===== src/rtl/lpc_pkg.sv =====
// rtl/lpc_pkg.sv - shared LPC constants, Q-format, LFSR taps and filter FSM encoding
package lpc_pkg;
  localparam int ORDER     = 10;
  localparam int COEF_FRAC = 12;
  localparam int ACC_W     = 40;
  localparam int EXC_W     = 18;

  localparam logic [15:0] LFSR_SEED = 16'hACE1;
  // x^16 + x^14 + x^13 + x^11 + 1 seen from the shift-left register: bits 15,13,12,10
  localparam logic [15:0] LFSR_TAPS = 16'hB400;

  localparam logic [1:0] ST_IDLE = 2'd0;
  localparam logic [1:0] ST_EXC  = 2'd1;
  localparam logic [1:0] ST_MAC  = 2'd2;
  localparam logic [1:0] ST_OUT  = 2'd3;

  localparam logic signed [ACC_W-1:0] SAT_MAX = 40'sd32767;
  localparam logic signed [ACC_W-1:0] SAT_MIN = -40'sd32768;

  typedef struct packed {
    logic [15:0] gain;
    logic        voiced;
    logic [15:0] pitch_period;
  } frame_ctl_t;
endpackage


===== src/rtl/lpc_excitation.sv =====
// rtl/lpc_excitation.sv - excitation source: pitch impulse train or scaled LFSR noise
module lpc_excitation
  import lpc_pkg::*;
(
  input  logic                    d_clk,
  input  logic                    rst,
  input  logic                    i_step,
  input  logic                    i_clear,
  input  logic                    i_voiced,
  input  logic [15:0]             i_pitch_period,
  input  logic [15:0]             i_gain,
  output logic signed [EXC_W-1:0] o_e
);
  logic [15:0]        r_cnt;
  logic [15:0]        r_lfsr;
  logic [15:0]        w_period;
  logic signed [32:0] w_noise_prod;

  assign w_period     = (i_pitch_period < 16'd2) ? 16'd2 : i_pitch_period;
  assign w_noise_prod = $signed(r_lfsr) * $signed({1'b0, i_gain});

  // Dropping the low 15 bits of a two's-complement product is a floor shift
  always_comb begin
    o_e = '0;
    if (i_voiced) begin
      if (r_cnt == 16'd0) o_e = $signed({2'b00, i_gain});
    end else begin
      o_e = w_noise_prod[32:15];
    end
  end

  always_ff @(posedge d_clk) begin
    if (rst) begin
      r_cnt  <= '0;
      r_lfsr <= LFSR_SEED;
    end else if (i_clear) begin
      r_cnt <= '0;
    end else if (i_step) begin
      if (i_voiced) r_cnt <= (r_cnt == 16'd0) ? w_period - 16'd1 : r_cnt - 16'd1;
      else          r_lfsr <= {r_lfsr[14:0], ^(r_lfsr & LFSR_TAPS)};
    end
  end
endmodule


===== src/rtl/lpc_dec.sv =====
// rtl/lpc_dec.sv - LPC synthesis: excitation through a 10th-order all-pole filter, one shared MAC
module lpc_dec
  import lpc_pkg::*;
(
  input  logic        d_clk,
  input  logic        rst,
  input  logic [15:0] A1,
  input  logic [15:0] A2,
  input  logic [15:0] A3,
  input  logic [15:0] A4,
  input  logic [15:0] A5,
  input  logic [15:0] A6,
  input  logic [15:0] A7,
  input  logic [15:0] A8,
  input  logic [15:0] A9,
  input  logic [15:0] A10,
  input  logic [15:0] gain,
  input  logic        voiced,
  input  logic [15:0] pitch_period,
  input  logic        load,
  input  logic        v,
  output logic [15:0] y,
  output logic        vout,
  output logic        busy,
  output logic        overrun
);
  logic signed [15:0]       w_a_in [ORDER];
  logic signed [15:0]       w_stg_a [ORDER];
  logic signed [15:0]       r_stg_a [ORDER];
  logic signed [15:0]       r_a [ORDER];
  logic signed [15:0]       r_hist [ORDER];
  frame_ctl_t               w_ctl_in, w_stg_ctl, r_stg_ctl, r_ctl;
  logic                     r_pend, w_pend, w_apply, w_step;
  logic [1:0]               r_state;
  logic [3:0]               r_k;
  logic signed [ACC_W-1:0]  r_acc, w_acc_next, w_shift;
  logic signed [31:0]       w_prod;
  logic signed [EXC_W-1:0]  w_e;
  logic signed [15:0]       w_y_sat, r_y;
  logic                     r_vout, r_overrun;

  assign w_a_in   = '{A1, A2, A3, A4, A5, A6, A7, A8, A9, A10};
  assign w_ctl_in = {gain, voiced, pitch_period};

  // A load in the same cycle as the apply point wins over older staged values
  always_comb begin
    w_stg_a   = r_stg_a;
    w_stg_ctl = r_stg_ctl;
    if (load) begin
      w_stg_a   = w_a_in;
      w_stg_ctl = w_ctl_in;
    end
  end

  assign w_pend  = load | r_pend;
  assign w_apply = (r_state == ST_IDLE) && w_pend;
  assign w_step  = (r_state == ST_EXC);

  lpc_excitation u_exc (
    .d_clk          (d_clk),
    .rst            (rst),
    .i_step         (w_step),
    .i_clear        (w_apply),
    .i_voiced       (r_ctl.voiced),
    .i_pitch_period (r_ctl.pitch_period),
    .i_gain         (r_ctl.gain),
    .o_e            (w_e)
  );

  assign w_prod     = r_a[r_k] * r_hist[r_k];
  assign w_acc_next = r_acc - {{(ACC_W-32){w_prod[31]}}, w_prod};
  assign w_shift    = w_acc_next >>> COEF_FRAC;

  always_comb begin
    w_y_sat = w_shift[15:0];
    if (w_shift > SAT_MAX)      w_y_sat = 16'sh7FFF;
    else if (w_shift < SAT_MIN) w_y_sat = 16'sh8000;
  end

  // The last tap is folded into OUT so v can be accepted in the cycle vout is high
  always_ff @(posedge d_clk) begin
    if (rst) begin
      r_stg_a   <= '{default: '0};
      r_a       <= '{default: '0};
      r_hist    <= '{default: '0};
      r_stg_ctl <= '0;
      r_ctl     <= '0;
      r_pend    <= 1'b0;
      r_state   <= ST_IDLE;
      r_k       <= '0;
      r_acc     <= '0;
      r_y       <= '0;
      r_vout    <= 1'b0;
      r_overrun <= 1'b0;
    end else begin
      r_vout <= 1'b0;
      if (load) begin
        r_stg_a   <= w_a_in;
        r_stg_ctl <= w_ctl_in;
      end
      r_pend <= w_pend & ~w_apply;
      if (w_apply) begin
        r_a   <= w_stg_a;
        r_ctl <= w_stg_ctl;
      end
      if (v && r_state != ST_IDLE) r_overrun <= 1'b1;
      case (r_state)
        ST_IDLE: if (v) r_state <= ST_EXC;
        ST_EXC: begin
          r_acc   <= {{(ACC_W-EXC_W){w_e[EXC_W-1]}}, w_e} << COEF_FRAC;
          r_k     <= '0;
          r_state <= ST_MAC;
        end
        ST_MAC: begin
          r_acc <= w_acc_next;
          r_k   <= r_k + 4'd1;
          if (r_k == 4'(ORDER - 2)) r_state <= ST_OUT;
        end
        default: begin
          r_y       <= w_y_sat;
          r_hist[0] <= w_y_sat;
          for (int i = 1; i < ORDER; i++) r_hist[i] <= r_hist[i-1];
          r_vout    <= 1'b1;
          r_state   <= ST_IDLE;
        end
      endcase
    end
  end

  assign y       = r_y;
  assign vout    = r_vout;
  assign busy    = (r_state != ST_IDLE);
  assign overrun = r_overrun;
endmodule


===== config.mk =====
export PLATFORM = sky130hd
export DESIGN_NAME = lpc_dec
export DESIGN_NICKNAME = d
export VERILOG_FILES = /design/src/rtl/lpc_pkg.sv /design/src/rtl/lpc_excitation.sv /design/src/rtl/lpc_dec.sv
export SDC_FILE = /design/constraint.sdc
export NUM_CORES = 2
export LEC_CHECK = 0
export CORE_MARGIN = 4
export CORE_UTILIZATION = 60
export CTS_CLUSTER_SIZE = 40
export DETAILED_ROUTE_END_ITERATION = 10
export GPL_TIMING_DRIVEN = 0
export HOLD_SLACK_MARGIN = 0.02
export PLACE_DENSITY = 0.79
export SLEW_MARGIN = 20
export SYNTH_ARGS = -nofsm -noshare
export SYNTH_HDL_FRONTEND = slang
export SYNTH_HIERARCHICAL = 1
export SYNTH_SLANG_ARGS = --single-unit

===== constraint.sdc =====
create_clock -name d_clk -period 13.5 [get_ports d_clk]
set_input_delay 2.7 -clock d_clk [delete_from_list [all_inputs] [get_ports d_clk]]
set_output_delay 2.7 -clock d_clk [all_outputs]
set_load 0.1 [all_outputs]

==> out/qor.yml <==
drc: 0
path_max_fanout: 10
fillers: 5938
synth_edf_count: 0
cp.arrival_ns: 13.52
numCtsBuffers: 58
critPathLaunchType: "flip-flop"
final.min_clock_period_ns: 13.03
die_x_um: 284
grt_pass1_wl_um: 213000
multi_input_area_um2: 29800
ys_ff_latch: 627
viasPerCell: 5.98
max_freq_ghz: 0.0768
crit_required_ns: 13.99
final_nets: 6147
cts_max_level: 2
fin_area_um2: 51300
cts_max_path_buffers: 3
drtIter0Drc: 3623
hold_path_class: "flip-flop to flip-flop"
area_growth_pct: 12.0
critPathCaptureType: "flip-flop"
hold_viol_final: 0
core_um2: 75800
synthArstFlopShare_pct: 0
layout_commonest_cell: "nor2_1"
overflow: 0
io_pins: 216
grt_max_degree: 19
wl_um: 137000
rsz0062_at_grt: "no"
drive_gt1_share_pct: 5.36
die-area_um2: 80900
die_y_um: 284
port_buffers: 213
synthFlopType: "dfxtp_1"
cpMaxStageDelayCell: "mux4_2"
netlist-cell-type-count: 90
slew_viol_final: 0
synth.cell_area_um2: 45800
yosysWarnings: 6
final-setup-viol-count: 0
max_slew_margin_pct: 29.7
post_cts_buffers: 0
first_pass_iters: 8
antenna_found_initial: 4
postSynthCellCount: 4984
fin_skew_ns: 0.0541
start_util_pct: 60.4
cp_common_cell: "fa_1"
drv_cap: 0
clk_pin_slew_ns: 0.07
cts_root_buffer: "clkbuf_16"
synth.net_count: 5877
final_cell_mix: "nor2_1, dfxtp_1, inv_1, fa_1, mux2i_1"
status: "completed"
post_dp_cell_area_um2: 49200
vias: 37600
hold_buffers: 0
final_antenna_net_count: 0
grt_usage_pct: 33.4
clock_sinks: 627
path_class: "flip-flop to flip-flop"
routedWlPerCell_um: 21.8
synth_area_per_cell_um2: 9.19
clk_latency_ns: 0.67
tightest_slew_ns: 1.05
grt_pass1_vias: 38100
routabilityCongestion: 0.995
max_stage_delay_ns: 0.62
fin_crit_sh_pct: 96.5
cts_tree: "done"
dp_hpwl_um: 108000
num_rows: 101
yosysSeqAreaShare_pct: 27.4
seq_area_um2: 12600
final timing paths:
path | cells after the start | start | slack, ns | end
setup / recovery | 40 | r_k[0] | 0.47 | y[10]
hold / removal | 2 | overrun | 0.48 | overrun
setup reg to reg | 40 | r_k[0] | 0.47 | y[10]
hold reg to reg | 2 | overrun | 0.48 | overrun
synthesized netlist by cell type (all sizes together), types with 7 or more instances:
| cell type | count | share of area [%] |
|---|---|---|
| a22oi | 11 | 0.18 |
| xor2 | 27 | 0.52 |
| mux2i | 417 | 9.1 |
| a211o | 7 | 0.16 |
| nand2b | 28 | 0.38 |
| o21bai | 10 | 0.16 |
| o21ai | 74 | 0.81 |
| clkbuf | 241 | 2.0 |
| a31oi | 16 | 0.26 |
| and2 | 121 | 1.7 |
| a31o | 7 | 0.13 |
| dfxtp | 627 | 27 |
| xnor2 | 54 | 1.0 |
| o2111ai | 7 | 0.13 |
| o31ai | 13 | 0.24 |
| or2 | 9 | 0.13 |
| nand2 | 340 | 2.8 |
| inv | 596 | 4.9 |
| nand3b | 10 | 0.16 |
| o22a | 25 | 0.48 |
| fa | 456 | 20 |
| o211ai | 12 | 0.22 |
| nand3 | 47 | 0.52 |
| and3 | 17 | 0.23 |
| nor2 | 836 | 6.8 |
| a2111oi | 7 | 0.19 |
| or3 | 12 | 0.17 |
| o22ai | 23 | 0.31 |
| mux4 | 64 | 3.1 |
| a211oi | 229 | 3.8 |
| nor3 | 45 | 0.58 |
| buf | 79 | 0.84 |
| nand4 | 17 | 0.23 |
| o32ai | 15 | 0.29 |
| ha | 240 | 6.6 |
| nor2b | 13 | 0.18 |
| nor4 | 9 | 0.12 |
| a21o | 28 | 0.46 |
| a21oi | 119 | 1.3 |
| o21a | 16 | 0.26 |
state kept, by name, indices dropped and copies added (netlist names):
signal,cells
r_acc,40
u_exc/r_cnt,16
r_ctl,33
r_state,2
y,16
overrun,1
r_pend,1
vout,1
r_a,160
r_hist,144
r_stg_a,160
u_exc/r_lfsr,16
r_stg_ctl,33
r_k,4
metrics by stage:
stage	hold WS, ns	instances	util [%]	setup slack [ns]	TNS [ns]
final	0.476	6276	67.7	0.473	0
after global routing	0.507	6275	67.7	0.00141	0
after CTS	0.480	6278	67.6	0.00584	0
after detailed placement	0.465	6175	64.9	-0.921	-13.70
after global placement	0.451	6175	64.9	-0.770	-10.77
after floorplan	0.445	4984	-	2.32	0
critical path: cells and delay by family (launching register included):
family                   cells  cell delay (ns)
AO/OA/AOI/OAI               12             3.94
adder cells (fa/ha/maj)      8             3.57
buffers and inverters        9             2.45
AND/OR/NAND/NOR              8             1.28
multiplexers                 2             0.96
flip-flops                   1             0.34
XOR/XNOR                     1             0.28
layer usage:
layer | vias to the layer above | GRT usage (%) | routed length (um)
li1 | 17000 | - | -
met1 | 18300 | 42.7 | 53200
met2 | 1801 | 54.1 | 62400
met3 | 460 | 5.76 | 12000
met4 | 6 | 18.6 | 9260
met5 | - | 0 | 41
area by class of cell:
cell class              count  share of cell area [%]
diodes                      1                 0.00487
clock buffers              77                    3.18
plain buffers             316                    2.56
repair buffers            214                    4.17
clock inverters            26                   0.777
flip-flops and latches    627                    24.4
well taps                 978                    2.38
inverters                 597                    4.36
multi-input cells        3440                    58.1
cells by family after synthesis:
group	count (synthesis)	share of synthesized area (%)
compound gates	659	10.2
buf+inv	917	7.71
flops	627	27.4
mux	485	12.4
fa+ha+maj	696	26.5
simple gates	1519	14.3
xor+xnor	81	1.55
what timing repair did:
item | 4_1_cts | 5_1_grt
endpoints found under the setup margin | 22 | 19
hold endpoints to repair | 0 | 0
gates resized for setup | 13 | 62
Power is left out: the tool's default activity adds up to more than one toggle a clock period on the data nets, which glitch-free logic cannot reach.
